$ cat src/rtl/game_timer_bcd_if.sv
// Control/status and display bundle between the game FSM, the BCD timer and the display.
// Latency: none, plain wires.
// Backpressure: none; all signals are levels or single-cycle pulses.
//   master (game FSM side): drives start/pause/game_over/count_up/load_en/load_val,
//                           observes AN/Seg/Dp/tick/time_up
//   slave  (timer side)   : the reverse
interface game_timer_bcd_if #(
    parameter int NDIG = 4
);
    logic                  start;
    logic                  pause;
    logic                  game_over;
    logic                  count_up;
    logic                  load_en;
    logic [4*NDIG-1:0]     load_val;
    logic [NDIG-1:0]       AN;
    logic [6:0]            Seg;
    logic                  Dp;
    logic                  tick;
    logic                  time_up;

    modport master (
        output start, pause, game_over, count_up, load_en, load_val,
        input  AN, Seg, Dp, tick, time_up
    );

    modport slave (
        input  start, pause, game_over, count_up, load_en, load_val,
        output AN, Seg, Dp, tick, time_up
    );
endinterface

$ cat src/rtl/game_timer_bcd.sv
// NDIG-digit BCD game timer (tenths resolution), countdown or count-up, with muxed 7-seg drive.
// Latency: tick/value/time_up update on the same edge; display decode is combinational from registers.
// Backpressure: none; control inputs are levels sampled every CLK edge.
//   CLK, RESET : clock and synchronous active-high reset
//   bus        : slave side of game_timer_bcd_if (start/pause/game_over/count_up/load_en/load_val in;
//                AN/Seg/Dp active-low display drive, tick pulse, time_up level out)
module game_timer_bcd #(
    parameter int                NDIG       = 4,
    parameter int                TICK_DIV   = 10_000_000,
    parameter int                SCAN_W     = 16,
    parameter logic [4*NDIG-1:0] DEF_PRESET = (4*NDIG)'(16'h1200),
    parameter bit                BLANK_LZ   = 1'b1
) (
    input  logic              CLK,
    input  logic              RESET,
    game_timer_bcd_if.slave   bus
);
    localparam int PW = $clog2(TICK_DIV);
    localparam int SW = $clog2(NDIG);
    localparam logic [PW-1:0]     PRESC_LAST = PW'(TICK_DIV - 1);
    localparam logic [SW-1:0]     SLOT_LAST  = SW'(NDIG - 1);
    localparam logic [4*NDIG-1:0] ALL_NINES  = {NDIG{4'h9}};

    typedef enum logic [1:0] {S_IDLE, S_RUN, S_PAUSED, S_DONE} state_e;

    state_e             state;
    logic [4*NDIG-1:0]  preset;
    logic [4*NDIG-1:0]  value;
    logic               mode_up;
    logic [PW-1:0]      presc;
    logic [SCAN_W-1:0]  scan_div;
    logic [SW-1:0]      slot;
    logic               tick_r;

    logic [4*NDIG-1:0]  val_dec;
    logic [4*NDIG-1:0]  val_inc;
    logic [4*NDIG-1:0]  load_clamped;

    // BCD +/-1 with ripple carry/borrow, and per-nibble clamp of the loaded preset.
    always_comb begin
        logic borrow;
        logic carry;
        logic [3:0] nib;
        val_dec      = value;
        val_inc      = value;
        load_clamped = '0;
        borrow       = 1'b1;
        carry        = 1'b1;
        nib          = '0;
        for (int k = 0; k < NDIG; k++) begin
            nib = value[4*k +: 4];
            if (borrow) begin
                if (nib == 4'd0) begin
                    val_dec[4*k +: 4] = 4'd9;
                end else begin
                    val_dec[4*k +: 4] = nib - 4'd1;
                    borrow = 1'b0;
                end
            end
            if (carry) begin
                if (nib >= 4'd9) begin
                    val_inc[4*k +: 4] = 4'd0;
                end else begin
                    val_inc[4*k +: 4] = nib + 4'd1;
                    carry = 1'b0;
                end
            end
            nib = bus.load_val[4*k +: 4];
            load_clamped[4*k +: 4] = (nib > 4'd9) ? 4'd9 : nib;
        end
    end

    always_ff @(posedge CLK) begin
        if (RESET) begin
            state    <= S_IDLE;
            preset   <= DEF_PRESET;
            value    <= DEF_PRESET;
            mode_up  <= 1'b0;
            presc    <= '0;
            scan_div <= '0;
            slot     <= '0;
            tick_r   <= 1'b0;
        end else begin
            tick_r   <= 1'b0;
            scan_div <= scan_div + SCAN_W'(1);
            if (&scan_div) begin
                slot <= (slot == SLOT_LAST) ? '0 : slot + SW'(1);
            end
            case (state)
                S_IDLE: begin
                    presc <= '0;
                    if (bus.load_en) begin
                        preset <= load_clamped;
                    end
                    // Value follows the registered preset, so a load shows up one cycle later.
                    value <= bus.count_up ? '0 : preset;
                    if (bus.start) begin
                        mode_up <= bus.count_up;
                        state   <= S_RUN;
                    end
                end
                S_RUN: begin
                    if (bus.game_over) begin
                        state <= S_DONE;
                        presc <= '0;
                    end else if (bus.pause) begin
                        state <= S_PAUSED;
                    end else if (presc == PRESC_LAST) begin
                        presc  <= '0;
                        tick_r <= 1'b1;
                        if (!mode_up) begin
                            // Never wraps below zero: a zero value just expires.
                            if (value == '0) begin
                                state <= S_DONE;
                            end else begin
                                value <= val_dec;
                                if (val_dec == '0) begin
                                    state <= S_DONE;
                                end
                            end
                        end else begin
                            if (preset == '0) begin
                                value <= preset;
                                state <= S_DONE;
                            end else if (value == ALL_NINES) begin
                                state <= S_DONE;
                            end else begin
                                value <= val_inc;
                                if (val_inc == preset) begin
                                    state <= S_DONE;
                                end
                            end
                        end
                    end else begin
                        presc <= presc + PW'(1);
                    end
                end
                S_PAUSED: begin
                    if (bus.game_over) begin
                        state <= S_DONE;
                    end else if (bus.start && !bus.pause) begin
                        state <= S_RUN;
                    end
                end
                S_DONE: begin
                    presc <= '0;
                    if (bus.start) begin
                        state <= S_IDLE;
                    end
                end
                default: state <= S_IDLE;
            endcase
        end
    end

    // Display decode: digit of the current slot, with leading-zero blanking above the seconds digit.
    always_comb begin
        logic [NDIG-1:0] lz;
        logic            above;
        logic [3:0]      dig;
        lz    = '0;
        above = 1'b1;
        for (int k = NDIG - 1; k >= 2; k--) begin
            above = above && (value[4*k +: 4] == 4'd0);
            lz[k] = above;
        end
        dig = value[4*int'(slot) +: 4];
        case (dig)
            4'd0:    bus.Seg = 7'b1000000;
            4'd1:    bus.Seg = 7'b1111001;
            4'd2:    bus.Seg = 7'b0100100;
            4'd3:    bus.Seg = 7'b0110000;
            4'd4:    bus.Seg = 7'b0011001;
            4'd5:    bus.Seg = 7'b0010010;
            4'd6:    bus.Seg = 7'b0000010;
            4'd7:    bus.Seg = 7'b1111000;
            4'd8:    bus.Seg = 7'b0000000;
            4'd9:    bus.Seg = 7'b0010000;
            default: bus.Seg = 7'h7F;
        endcase
        if (BLANK_LZ && lz[slot]) begin
            bus.Seg = 7'h7F;
        end
        bus.AN       = '1;
        bus.AN[slot] = 1'b0;
        bus.Dp       = (slot != SW'(1));
    end

    assign bus.tick    = tick_r;
    assign bus.time_up = (state == S_DONE);
endmodule

$ cat src/flat_wrapper.sv
// flat-port wrapper written by rule: the top's interface ports become plain ports
module game_timer_bcd_flat 
#(
    parameter int                NDIG       = 4,
    parameter int                TICK_DIV   = 10_000_000,
    parameter int                SCAN_W     = 16,
    parameter logic [4*NDIG-1:0] DEF_PRESET = (4*NDIG)'(16'h1200),
    parameter bit                BLANK_LZ   = 1'b1
)
  (CLK, RESET, bus_start, bus_pause, bus_game_over, bus_count_up, bus_load_en, bus_load_val, bus_AN, bus_Seg, bus_Dp, bus_tick, bus_time_up);
  game_timer_bcd_if #(.NDIG(NDIG)) bus_i ();
  input  logic CLK;
  input  logic RESET;
  input wire logic [$bits(bus_i.start)-1:0] bus_start;
  input wire logic [$bits(bus_i.pause)-1:0] bus_pause;
  input wire logic [$bits(bus_i.game_over)-1:0] bus_game_over;
  input wire logic [$bits(bus_i.count_up)-1:0] bus_count_up;
  input wire logic [$bits(bus_i.load_en)-1:0] bus_load_en;
  input wire logic [$bits(bus_i.load_val)-1:0] bus_load_val;
  output wire logic [$bits(bus_i.AN)-1:0] bus_AN;
  output wire logic [$bits(bus_i.Seg)-1:0] bus_Seg;
  output wire logic [$bits(bus_i.Dp)-1:0] bus_Dp;
  output wire logic [$bits(bus_i.tick)-1:0] bus_tick;
  output wire logic [$bits(bus_i.time_up)-1:0] bus_time_up;
  assign bus_i.start = bus_start;
  assign bus_i.pause = bus_pause;
  assign bus_i.game_over = bus_game_over;
  assign bus_i.count_up = bus_count_up;
  assign bus_i.load_en = bus_load_en;
  assign bus_i.load_val = bus_load_val;
  assign bus_AN = bus_i.AN;
  assign bus_Seg = bus_i.Seg;
  assign bus_Dp = bus_i.Dp;
  assign bus_tick = bus_i.tick;
  assign bus_time_up = bus_i.time_up;
  game_timer_bcd #(.NDIG(NDIG), .TICK_DIV(TICK_DIV), .SCAN_W(SCAN_W), .DEF_PRESET(DEF_PRESET), .BLANK_LZ(BLANK_LZ)) u_core (.CLK(CLK), .RESET(RESET), .bus(bus_i));
endmodule
$ cat config.mk
export PLATFORM = sky130hd
export DESIGN_NAME = game_timer_bcd_flat
export DESIGN_NICKNAME = d
export VERILOG_FILES = /design/src/rtl/game_timer_bcd_if.sv /design/src/rtl/game_timer_bcd.sv /design/src/flat_wrapper.sv
export SDC_FILE = /design/constraint.sdc
export NUM_CORES = 1
export LEC_CHECK = 0
export CAP_MARGIN = 15
export CORE_MARGIN = 2
export CORE_UTILIZATION = 40
export DETAILED_ROUTE_END_ITERATION = 6
export MAX_ROUTING_LAYER = met4
export PLACE_DENSITY = 0.58
export SETUP_SLACK_MARGIN = 0.02
export SYNTH_ARGS = -nofsm -noshare
export SYNTH_HDL_FRONTEND = slang
export SYNTH_SLANG_ARGS = --single-unit
$ cat constraint.sdc
create_clock -name CLK -period 3.4 [get_ports CLK]
set_input_delay 0.34 -clock CLK [delete_from_list [all_inputs] [get_ports CLK]]
set_output_delay 0.34 -clock CLK [all_outputs]
set_load 0.05 [all_outputs]
==> summary.txt <==
Status
  • Outcome: complete, no violations

Detailed routing
  • Initial DRC Count: between 200 and 300
  • Antenna-violating nets left: 0
  • Vias: 5,269
  • # DRC: 0
  • Routed WL per cell: roughly 17 um
  • Drt first pass iters: 5
  • Total Wirelength: 15,350 um
  • Vias per cell: 5.709

STA
  • Setup TNS: 0 ps
  • Fmax: 317.9 MHz
  • Hold Violations, Final: 0
  • Minimum clock period: 3146 ps
  • Final Skew: between 7 and 8 ps
  • Setup Viol. Count Final: 0
  • Final period util: 92.52%
  • Max_slew headroom: between 40% and 50%
  • Slew @ Worst Pin: 753.0 ps
  • RSZ-0062 raised after global routing: false
  • Slew Limit Fails: 0

GRT
  • GRT met3 Usage: 4.307%
  • First-pass GRT wire length: 25,200 um
  • Met2 usage: 33.62%
  • Vias in the first global route: roughly 4.9k
  • Largest net degree at the start of global routing: 37
  • Met1 Track Usage GR: 29.68%
  • Initial antenna violation count: 0
  • GRT Total Usage: 22.06%
  • GRT Max-Usage Layer: met2
  • Congestion Overflow GR: 0

Die
  • Die height: 121.8 um
  • # rows: 43
  • Total die area: 14,840 um^2
  • DIE WIDTH: 121.8 um
  • Initial Util: 40.47%
  • Core area: 13,720 um^2
  • Top Ports: 37

Layout
  • Nets@finish: roughly 790
  • Final Core Density: 46.73%
  • Synth-to-layout area growth: 15.48%
  • Layout cell share with drive strength beyond 1: under 10%
  • Non-filler cells, final: 923
  • Diode count: 0
  • Fill cells: between 1k and 1.5k

Pwr
  • P_leak: roughly 2.4 nW
  • PD cells: 891.6 nW/um^2
  • VDD IR max: 0.0003855 V

Clock tree
  • TritonCTS clock tree: built
  • Root buf cell: clkbuf_16
  • Clock insertion delay at the later pin of the skew report: 350 ps
  • Clock sink count: 78
  • Hold Buf Count CTS: 0
  • H-Tree Depth: 3
  • Maximum root-to-sink buffer count: 2
  • Reg clk slew, reported paths: about 60 ps
  • CTS buffer count: 9

Setup path
  • Worst reg2reg endpoint: u_core.state[1]
  • Crit Path Class: flip-flop to output pin
  • Required @ worst endpoint: 3060 ps
  • R2r startpoint: u_core.value[0]
  • Critical path startpoint category: flip-flop
  • Crit-path max FO: 9
  • Worst Setup End Kind: output pin
  • Critical Path AT: 2810 ps
  • Worst Reg-to-Reg Cells: 11
  • R2R Setup Slk: 390 ps

Synthesis
  • Post-synthesis cell count: 715
  • Yosys warns: 0
  • Asr flop ratio synth: 0%
  • Cell Area, Synth: 5552 um^2
  • Yosys reg bits: slightly below 80
  • Number of synthesized flops with an enable pin: 0
  • Avg Cell Area, Syn: 7.764 um^2
  • Synth Net Count: 766
  • Main flop type after synthesis: dfxtp_1
  • Cell variety after synth: 84
  • Seq/Total Area, Yosys: 28.13%

Placed design
  • DP Wirelength: 11,350 um
  • Placed Cells: 907
  • GPL Wtd Cong: 0.9882
  • Buffers added on ports: 36

Worst hold path
  • Worst Hold Path Cells: 2
  • Hold Crit Class: flip-flop to flip-flop
  • Min-delay src: u_core.presc[6]
  • WHS Endpoint: u_core.presc[6]

Flow run
  • Max cap viols: 0
-- synth_stat cells, drive strengths merged (4+ instances only) --
cell type | instances | area (um^2)
nor2 | 94 | 355.3
dfxtp | 78 | 1562
nand2 | 59 | 229.0
a21oi | 52 | 260.3
o21ai | 40 | 203.9
inv | 34 | 127.6
clkbuf | 29 | 108.9
xor2 | 29 | 254.0
ha | 28 | 350.3
nand3 | 26 | 140.1
nand4 | 19 | 118.9
nor3b | 17 | 143.9
a211oi | 16 | 125.1
buf | 15 | 93.84
xnor2 | 15 | 131.4
nor3 | 14 | 70.07
o22ai | 12 | 75.07
nor4 | 11 | 105.1
and3 | 10 | 62.56
nand3b | 9 | 67.56
mux2i | 8 | 83.83
nand2b | 8 | 50.05
nor2b | 8 | 50.05
or3b | 7 | 63.81
and2 | 5 | 31.28
o211ai | 5 | 37.54
a211o | 4 | 35.03
a31oi | 4 | 25.02
and4 | 4 | 35.03
mux4 | 4 | 90.09
-- cells by family (layout without fill, tap and decap cells) --
logic type                 count (synthesis)  in the layout  share of synthesized area, %
AOI/OAI and AO/OA                        168            168                         19.54
adders and majority gates                 28             28                         6.311
muxes                                     14             14                         3.538
buffers and inverters                     78            106                         5.950
and+or+nand+nor                          305            305                         29.59
DFF                                       78             78                         28.13
xor gates and xnor gates                  44             44                         6.942
-- critical path, cell delays in order, from the launching register on --
cell	delay [ps]
dfxtp_1	510
buf_4	200
mux4_2	590
a21oi_1	190
mux2i_1	90
nand2_1	80
clkdlybuf4s50_1	800
-- layer usage --
layer,wire [um],vias up
met5,0,-
met4,236,0
met3,975,21
met2,7020,158
met1,7119,2487
li1,-,2603
-- through the flow --
stage | hold slack [ps] | power [mW] | worst slack [ps] | instance area [um^2]
global route | 494.5 | 6.115 | 77.95 | 6411
finish | 474.6 | 5.716 | 254.3 | 6411
CTS | 473.5 | 5.692 | 69.87 | 6391
floorplan | 426.0 | 3.758 | 251.0 | 5552
detailed placement | 449.1 | 4.670 | 341.1 | 6080
global placement | 433.9 | 4.667 | 442.7 | 6080
-- layout by cell type (no fill, tap or decap), drive strengths merged, types with 4 or more instances in the layout --
| cell | count |
|---|---|
| mux4 | 4 |
| nand4 | 19 |
| clkbuf | 9 |
| nor3 | 14 |
| inv | 36 |
| buf | 21 |
| nor2 | 94 |
| xnor2 | 15 |
| ha | 28 |
| a211o | 4 |
| o21ai | 40 |
| nand3 | 26 |
| nor3b | 17 |
| nor2b | 8 |
| or3b | 7 |
| dfxtp | 78 |
| nand2 | 59 |
| nor4 | 11 |
| o211ai | 5 |
| clkdlybuf4s50 | 29 |
| o22ai | 12 |
| dlymetal6s2s | 6 |
| xor2 | 29 |
| a211oi | 16 |
| a31oi | 4 |
| and4 | 4 |
| nand2b | 8 |
| nand3b | 9 |
| mux2i | 8 |
| and3 | 10 |
| and2 | 5 |
| a21oi | 52 |
-- where the power goes --
part,leakage (nW),total (mW),internal (mW),switching [mW]
Sequential,0.635,1.36,1.06,0.302
Combinational,1.61,3.35,1.30,2.05
Clock,0.140,1.00,0.578,0.426
-- what timing repair did --
| action | CTS | global route |
|---|---|---|
| endpoints found under the setup margin | 5 | 7 |
| resized for setup | 1 | 7 |
| buffers inserted | 0 | 0 |
-- registers in the layout (all words and copies together), names as in the netlist --
signal           flops
u_core.value        16
u_core.scan_div     16
u_core.slot          2
u_core.mode_up       1
u_core.bus.tick      1
u_core.presc        24
u_core.state         2
u_core.preset       16
-- layout make-up --
class | instances | area, um^2 | share of cell area, %
multi-input combinational | 559 | 3670 | 57.24
inverter | 34 | 127.6 | 1.991
timing repair buffer | 56 | 520.5 | 8.119
clock buffer | 9 | 225.2 | 3.513
sequential | 78 | 1562 | 24.36
clock inverter | 7 | 81.33 | 1.269
tap | 180 | 225.2 | 3.513
-- worst max path at each step --
stage                     start         end  cells after the start
4_1_cts         u_core.value[9]  bus_Seg[5]                      7
3_3_place_gp   u_core.value[13]  bus_Seg[5]                      7
6_report         u_core.slot[0]  bus_Seg[4]                      6
3_5_place_dp   u_core.value[12]  bus_Seg[5]                      7
5_1_grt          u_core.slot[0]  bus_Seg[4]                      6
2_1_floorplan    u_core.slot[0]  bus_Seg[0]                      7
No activity file was read; power rests on OpenSTA's default activity.
